## src/rtl/sum_accumulator_pkg.sv

```systemverilog
// Shared definitions for the frame accumulator: FSM state codes and the
// default widths used by the adder benches.
package sum_accumulator_pkg;

  localparam logic [0:0] S_ACC  = 1'b0;
  localparam logic [0:0] S_HOLD = 1'b1;

  localparam int DEF_IN_W  = 5;
  localparam int DEF_ACC_W = 8;
  localparam int DEF_N     = 8;

endpackage

```

## src/rtl/sum_accumulator_sat_add.sv

```systemverilog
// Combinational saturating adder: sign-extends the sample, adds it to the
// accumulator one bit wider than the accumulator, then clamps the result
// to the signed ACC_W range.
module sat_add
  import sum_accumulator_pkg::*;
#(
  parameter int IN_W  = DEF_IN_W,
  parameter int ACC_W = DEF_ACC_W
) (
  input  logic signed [ACC_W-1:0] acc,
  input  logic signed [IN_W-1:0]  din,
  output logic signed [ACC_W-1:0] sum,
  output logic                    ovf
);

  // Returns {overflow, clamped sum}; the extra top bit of the wide sum
  // disagrees with the ACC_W sign bit exactly when the result left range.
  function automatic logic [ACC_W:0] sat_sum(input logic [ACC_W-1:0] a,
                                             input logic [IN_W-1:0]  b);
    logic [ACC_W:0] wide;
    wide = {a[ACC_W-1], a} + {{(ACC_W+1-IN_W){b[IN_W-1]}}, b};
    if (wide[ACC_W] != wide[ACC_W-1]) begin
      if (wide[ACC_W]) return {1'b1, 1'b1, {(ACC_W-1){1'b0}}};
      else             return {1'b1, 1'b0, {(ACC_W-1){1'b1}}};
    end
    return {1'b0, wide[ACC_W-1:0]};
  endfunction

  // Split the packed function result into sum and overflow.
  always_comb begin
    logic [ACC_W:0] r;
    r   = sat_sum(acc, din);
    ovf = r[ACC_W];
    sum = r[ACC_W-1:0];
  end

endmodule

```

## src/rtl/sum_accumulator.sv

```systemverilog
// Frame accumulator for the adder output: sums N accepted samples with
// saturation, presents the frame total on a valid/ready port, then starts
// the next frame from zero.
module sum_accumulator
  import sum_accumulator_pkg::*;
#(
  parameter int IN_W  = DEF_IN_W,
  parameter int N     = DEF_N,
  parameter int ACC_W = DEF_ACC_W
) (
  input  logic                    clk,
  input  logic                    rst,
  input  logic                    clear,
  input  logic                    in_valid,
  output logic                    in_ready,
  input  logic signed [IN_W-1:0]  in_data,
  output logic                    out_valid,
  input  logic                    out_ready,
  output logic signed [ACC_W-1:0] out_sum,
  output logic                    out_sat
);

  localparam int CNT_W = (N > 1) ? $clog2(N) : 1;

  logic [0:0]              state;
  logic signed [ACC_W-1:0] acc;
  logic [CNT_W-1:0]        cnt;
  logic                    sat_flag;
  logic signed [ACC_W-1:0] acc_next;
  logic                    acc_ovf;
  logic                    last_sample;

  sat_add #(
    .IN_W (IN_W),
    .ACC_W(ACC_W)
  ) u_sat_add (
    .acc(acc),
    .din(in_data),
    .sum(acc_next),
    .ovf(acc_ovf)
  );

  assign in_ready    = (state == S_ACC) && !rst;
  assign last_sample = (cnt == CNT_W'(N - 1));

  // Frame FSM: accumulate N samples, hold the total until taken downstream.
  // rst beats clear, and clear beats any accept or output handshake.
  always_ff @(posedge clk) begin
    if (rst) begin
      state     <= S_ACC;
      acc       <= '0;
      cnt       <= '0;
      sat_flag  <= 1'b0;
      out_valid <= 1'b0;
      out_sum   <= '0;
      out_sat   <= 1'b0;
    end else if (clear) begin
      state     <= S_ACC;
      acc       <= '0;
      cnt       <= '0;
      sat_flag  <= 1'b0;
      out_valid <= 1'b0;
    end else begin
      case (state)
        S_ACC: begin
          if (in_valid) begin
            if (last_sample) begin
              out_sum   <= acc_next;
              out_sat   <= sat_flag | acc_ovf;
              out_valid <= 1'b1;
              acc       <= '0;
              cnt       <= '0;
              sat_flag  <= 1'b0;
              state     <= S_HOLD;
            end else begin
              acc      <= acc_next;
              sat_flag <= sat_flag | acc_ovf;
              cnt      <= cnt + CNT_W'(1);
            end
          end
        end
        default: begin
          if (out_ready) begin
            out_valid <= 1'b0;
            state     <= S_ACC;
          end
        end
      endcase
    end
  end

endmodule
```

## config.mk

```make
export PLATFORM = sky130hd
export DESIGN_NAME = sum_accumulator
export DESIGN_NICKNAME = d
export VERILOG_FILES = /design/src/rtl/sum_accumulator_pkg.sv /design/src/rtl/sum_accumulator_sat_add.sv /design/src/rtl/sum_accumulator.sv
export SDC_FILE = /design/constraint.sdc
export NUM_CORES = 1
export LEC_CHECK = 0
export ABC_AREA = 1
export CAP_MARGIN = 15
export CORE_UTILIZATION = 35
export DETAILED_ROUTE_END_ITERATION = 10
export GPL_TIMING_DRIVEN = 0
export PLACE_DENSITY = 0.6
export SYNTH_ARGS = -nofsm -noshare
export SYNTH_HDL_FRONTEND = slang
export SYNTH_SLANG_ARGS = --single-unit
```

## constraint.sdc

```tcl
create_clock -name clk -period 2.51 [get_ports clk]
set_clock_uncertainty 0.15 [all_clocks]
set_input_delay 0.3765 -clock clk [delete_from_list [all_inputs] [get_ports clk]]
set_output_delay 0.3765 -clock clk [all_outputs]
set_load 0.02 [all_outputs]
```

==> results.ini, run 1 <==
[global_routing]
grt_use_met3_pct = 3.75
antenna_found_initial = 0
grt_pass1_wl_mm = 5.46
grt_busiest_layer = met2
grt_pass1_vias = 1282
grt_overflow = 0
use_met2_pct = 29.3
grt_usage_pct = 16.9
grt_max_degree = 14
use_met1_pct = 21.7

[setup_path]
startpoint_type = register
end_kind = register
crit_start = acc[2]
worst-setup-path-type = register to register
cp_max_fo = 5
r2r-start = acc[2]
critPathRequiredTime_ns = 2.55
rr_endpoint = acc[1]
reg2reg_slack_ns = -0.07
crit_arrival_ns = 2.62
reg2reg_depth = 15

[logic_synthesis]
postSynthAreaPerCell_um2 = 6.83
netlist.area_leader.share_pct = 34.0
synth_common_cells = nand2_1, nor2_1, inv_1
synth_nets = 221
synth.area.top_cells = dfxtp_1, nand2_1, ha_1
yosysSeqAreaShare_pct = 34.0
ys.flop_type = dfxtp_1
async_flop_share_pct = 0
yosysWarnings = 0
ys_seq_elements = 23
synth_top_area_cell = dfxtp_1
synthCells = 198
synth_edf_count = 0
synth_cell_types = 24
synthesis.area_um2 = 1350
post-synth-top-count-cell = nand2_1

[sta]
worst_slack_ns = -0.0671
drv_slew = 0
worst_pin_slew_ns = 0.730
setup_tns_ns = -0.461
clock.fmax_ghz = 0.388
min_period_ns = 2.58
rsz0062_at_grt = yes
finalSetupViolCount = 15
holdWs_ns = 0.329
slew_headroom_pct = 51.2
hold_violations = 0
period_share_pct = 103

[outcome]
status = complete, but fails checks
violations = setup timing

[layout]
nets = 265
drive_above_1_share_pct = 31.5
area_growth_pct = 44.9
diodes = 0
fin_cells = 289

[route]
viasPerCell = 4.57
ant_nets = 0
drt-initial-drc-count = 51
wl_per_cell_um = 11.3
drc_errors = 0
wl_mm = 3.27
vias = 1321
dr.pass1.iters = 4

[floorplanning]
design.core.area_um2 = 3690
io_pins = 21
die_h_um = 64.2
row_count = 22
die-area_um2 = 4120
die_w_um = 64.2
start_util_pct = 36.7

[clock_tree]
clock_tree.root_cell = clkbuf_8
cts_tree = built
htree_levels = 1
cts_buffers = 3
clk_path_buf_depth = 2
cts.sinks = 23
path_clk_slew_ns = 0.08
cts.hold.buffers_added = 0
clk_latency_ns = 0.27

[min_path]
holdPathStages = 2
hold_start = sat_flag
hold_path_class = register to register
hold_end = sat_flag

[flow_run]
maxCapViolations = 0

[placement]
io_buffers = 20
dp_slack_ns = -0.719
placedCellCount = 266
dp_hpwl_mm = 2.23
routabilityCongestion = 0.758

[pwr]
peakVddDrop_mv = 0.350
power.leakage_nw = 0.924
power_w = 0.000961
powerDensity_nw_per_um2 = 491

timing repair:
item | CTS | global route
resized for setup | 32 | 22
endpoints found under the setup margin | 18 | 17
setup buffers | 16 | 3
pin swaps | 21 | 21
logic make-up (layout without fill, tap and decap cells):
family	after synthesis	in the layout	synth area share, %
adders and majority gates	13	13	12.6
buffers and inverters	30	73	8.69
xor gates and xnor gates	1	1	0.648
DFF	23	23	34.0
AOI/OAI and AO/OA	30	30	11.7
and+or+nand+nor	101	101	32.4
where the power goes:
part	leakage, nW	switching [W]	internal, W	total [W]
logic	0.712	0.000191	0.000153	0.000344
registers	0.187	0.00000848	0.000377	0.000385
clock network	0.0255	0.000121	0.000111	0.000231
worst max-delay path by stage:
stage,end,slack (ns),depth (start not counted)
floorplan,acc[1],0.004,15
global route,out_sum[4],-0.21,16
CTS,out_sum[4],-0.1,16
global placement,acc[4],-0.69,17
detailed placement,acc[5],-0.72,17
finish,acc[1],-0.07,15
state kept, by name, summed over array words and instances (netlist names):
name and flops:
acc 8, cnt 3, out_sat 1, out_sum 8, out_valid 1, sat_flag 1
state 1
layer usage:
metal | share of wire (%) | vias to the layer above
met5 | 0 | -
met3 | 2.4 | 2
met2 | 49 | 18
met1 | 48 | 587
met4 | 0.49 | 0
li1 | - | 714
worst max-delay path, stage by stage, from the launching register on:
cell	delay, ns
dfxtp_2	0.35
ha_4	0.20
or2_4	0.23
nand3b_1	0.10
nand2_1	0.07
nand2_2	0.08
nand2_2	0.07
a21oi_4	0.16
buf_4	0.13
nand2_1	0.05
nand2_2	0.09
ha_4	0.22
or2_2	0.31
nand2_2	0.10
nand2_2	0.06
a21oi_2	0.13
final cells by class:
class | count | area (µm²)
Fill cell | 352 | 1730
Multi-Input combinational cell | 145 | 937
Sequential cell | 23 | 462
Timing Repair Buffer | 39 | 333
Inverter | 27 | 105
Tap cell | 48 | 60.1
Clock buffer | 3 | 41.3
Buffer | 3 | 16.3
Clock inverter | 1 | 5.00
cells in the final DEF (no fill, tap or decap), types with 6 or more instances in the layout:
master           instances
nand2_1                 38
nor2_1                  27
inv_1                   22
dfxtp_1                 22
buf_4                   19
nand2_2                 18
clkdlybuf4s50_1         15
a21oi_1                 11
a21oi_2                  6
ha_1                     6
stage by stage:
stage | instance area (µm²) | util, %
after floorplan | 1370 | -
final | 1960 | 53.1
after global routing | 1960 | 53.1
after global placement | 1630 | 44.2
after CTS | 1890 | 51.2
after detailed placement | 1630 | 44.2
Note: power is estimated with default switching activity, not from simulation.
==> run 2, diff against run 1 <==
--- a/config.mk
+++ b/config.mk
@@ -7,10 +7,11 @@
 export LEC_CHECK = 0
 export ABC_AREA = 1
 export CAP_MARGIN = 15
-export CORE_UTILIZATION = 35
+export CORE_MARGIN = 4
+export CORE_UTILIZATION = 48
 export DETAILED_ROUTE_END_ITERATION = 10
 export GPL_TIMING_DRIVEN = 0
-export PLACE_DENSITY = 0.6
+export PLACE_DENSITY = 0.77
 export SYNTH_ARGS = -nofsm -noshare
 export SYNTH_HDL_FRONTEND = slang
 export SYNTH_SLANG_ARGS = --single-unit
==> run 2 against run 1 <==
  * The flow still finishes with violations (setup timing)
  * Via count up 9.8%
  * Sequential share of layout area up 0.57 points
  * Critical path depth up 1
  * Worst hold slack better by 0.00051 ns
  * Sequential power about the same
  * Maximum frequency down 0.56%
  * Non-clock buffer count down 3
  * Clock power down 23%
  * Total power down 3.5%
  * Final area down 2.1%
  * First-iteration DRC count up 9.8%
  * Flip-flop and latch count unchanged
  * Critical endpoint is now out_sum[0]
  * Highest routed layer unchanged
==> results.ini, run 2 (same netlist as run 1, synthesis figures left out) <==
[global_routing]
grt_pass1_wl_mm = 5.77  ; +5.7%
antenna_found_initial = 0  ; unchanged
grt_pass1_vias = 1333  ; +4.0%
grt_overflow = 0  ; unchanged
grt_usage_pct = 20.8  ; +3.9 points
grt_max_degree = 14  ; unchanged

[min_path]
hold_path_class = register to register

[clock_tree]
cts_buffers = 3  ; unchanged
htree_levels = 1  ; unchanged
clock_tree.root_cell = clkbuf_4
path_clk_slew_ns = 0.13  ; +0.05 ns
clk_latency_ns = 0.31  ; +0.04 ns
clk_path_buf_depth = 2  ; unchanged
cts.sinks = 23  ; unchanged
cts.hold.buffers_added = 0  ; unchanged
cts_tree = built

[sta]
worst_slack_ns = -0.0815  ; -0.0144 ns
setup_tns_ns = -0.621  ; -0.161 ns
rsz0062_at_grt = yes
clock.fmax_ghz = 0.386  ; -0.56%
finalSetupViolCount = 10  ; -5
period_share_pct = 103  ; +0.57 points
min_period_ns = 2.59  ; +0.0144 ns
drv_slew = 0  ; unchanged
worst_pin_slew_ns = 0.576  ; -0.154 ns
hold_violations = 0  ; unchanged
slew_headroom_pct = 61.5  ; +10 points

[route]
wl_per_cell_um = 13.8  ; +22%
dr_wl_met3_um = 341  ; +330%
dr.pass1.iters = 6  ; +2
drt-initial-drc-count = 56  ; +9.8%
vias = 1450  ; +9.8%
maxUsedRoutingLayer = met4
drc_errors = 0  ; unchanged
wl_mm = 3.70  ; +13%
viasPerCell = 5.41  ; +18%
ant_nets = 0  ; unchanged
wl_met2_mm = 1.82  ; +14%
wl_met1_mm = 1.46  ; -7.9%

[setup_path]
path_delay_family = simple AND/OR/NAND/NOR gates
worst_path_most_repeated_cell = nand2_1
max_stage_delay_ns = 0.37  ; +0.02 ns
cp_max_fo = 7  ; +2
end_kind = register
critPathRequiredTime_ns = 2.63  ; +0.08 ns
slowest_stage = dfxtp_2
startpoint_type = register
crit_arrival_ns = 2.72  ; +0.10 ns
path_cells = ha_4 > or2_4 > nand3b_1 > nand2_1 > nand2_1 > nand2_1 > a21oi_2 > inv_1 > nand2_1 > nand2_2 > ha_4 > nand3_4 > nand2_4 > buf_4 > o21ai_2 > inv_1
cp.buffers_inverters = 3  ; +2
worst-setup-path-type = register to register

[outcome]
violations = setup timing
status = complete, but fails checks

[placement]
routabilityCongestion = 0.858  ; +13%
placed_cell_area_um2 = 1610  ; -1.4%
dp_hpwl_mm = 2.30  ; +3.5%
dp_slack_ns = -0.664  ; +0.0545 ns
io_buffers = 20  ; unchanged

[layout]
area_growth_pct = 41.8
mostFrequentLayoutCells = nand2_1, nor2_1, inv_1
diodes = 0  ; unchanged
final_area_um2 = 1920  ; -2.1%
reg_top3 = acc (8), out_sum (8), cnt (3)
layout_commonest_cell = nand2_1
nets = 262  ; -1.1%
drive_above_1_share_pct = 29.4  ; -2.1 points

[pwr]
power.switching_w = 0.000331  ; +3.3%
power_frac_clock_pct = 19.0  ; -5.1 points
peakVddDrop_mv = 0.501  ; +43%
seq_power_share_pct = 41.7  ; +1.6 points
powerDensity_nw_per_um2 = 484  ; -1.4%
power.leakage_nw = 0.913  ; -1.1%
p_comb_share_pct = 39.3  ; +3.5 points
p_sw_share_pct = 35.6  ; +2.3 points
intPower_w = 0.000597  ; -6.8%

[floorplanning]
die_w_um = 61.1  ; -4.8%
row_count = 18  ; -18%
die-area_um2 = 3730  ; -9.4%
start_util_pct = 52.2  ; +16 points
design.core.area_um2 = 2590  ; -30%
die_h_um = 61.1  ; -4.8%
io_pins = 21  ; unchanged

[flow_run]
maxCapViolations = 0  ; unchanged

## run 2: cell count changes in the layout (fill, tap and decap cells not counted), moves of 3 or more
cell,previous run,this run
clkbuf_8,3,0
a21oi_2,6,9
nand2_2,18,14
buf_4,19,16
clkbuf_4,0,3
## run 2: worst reg2reg max path, cell delays in order, from the launching register on
cell	delay, ns
dfxtp_2	0.37
ha_4	0.20
or2_4	0.23
nand3b_1	0.11
nand2_1	0.07
nand2_1	0.08
nand2_1	0.07
a21oi_2	0.18
inv_1	0.07
nand2_1	0.07
nand2_2	0.07
ha_4	0.33
nand3_4	0.19
nand2_4	0.14
buf_4	0.12
o21ai_2	0.04
inv_1	0.06
## run 2: path summary, 6_finish.rpt
| kind | slack [ns] | cells past startpoint | from | endpoint |
|---|---|---|---|---|
| worst max-delay path | -0.08 | 16 | acc[2] | out_sum[0] |
| worst max register to register | -0.08 | 16 | acc[2] | out_sum[0] |
| worst min-delay path | 0.33 | 2 | sat_flag | sat_flag |
| worst min register to register | 0.33 | 2 | sat_flag | sat_flag |
## run 2: through the flow
step	utilization [%]	hold slack [ns]	instances	power [W]
3_3_place_gp	62.0	0.290	248	0.000621
6_report	74.1	0.329	268	0.000928
2_1_floorplan	-	0.278	198	0.000566
3_5_place_dp	62.0	0.315	248	0.000628
5_1_grt	74.1	0.363	268	0.000981
4_1_cts	70.0	0.334	265	0.000858
## run 2: layout make-up
type	count	area [µm²]
clock inverters	1	5.00
inverters	27	104
fillers	183	672
flip-flops and latches	23	463
repair buffers	36	322
well taps	30	37.5
plain buffers	3	16.3
multi-input cells	145	948
clock buffers	3	22.5
## run 2: power groups by stage
stage	combinational, W	sequential (W)	clock [W]
floorplan	0.000175	0.000390	0
global placement	0.000230	0.000391	0
detailed placement	0.000235	0.000392	0
CTS	0.000289	0.000386	0.000183
global route	0.000396	0.000389	0.000196
finish	0.000364	0.000387	0.000177
## run 2: repair_timing
| item | 4_1_cts | 5_1_grt |
|---|---|---|
| buffers inserted | 13 | 3 |
| resized for setup | 29 | 25 |
| pin swaps | 18 | 18 |
| setup endpoints to repair | 17 | 17 |
## run 2: layer usage
metal,GRT usage (%),up-vias
met5,0,-
met4,6.19,0
met3,5.03,16
met2,35.8,78
met1,25.6,651
li1,-,705
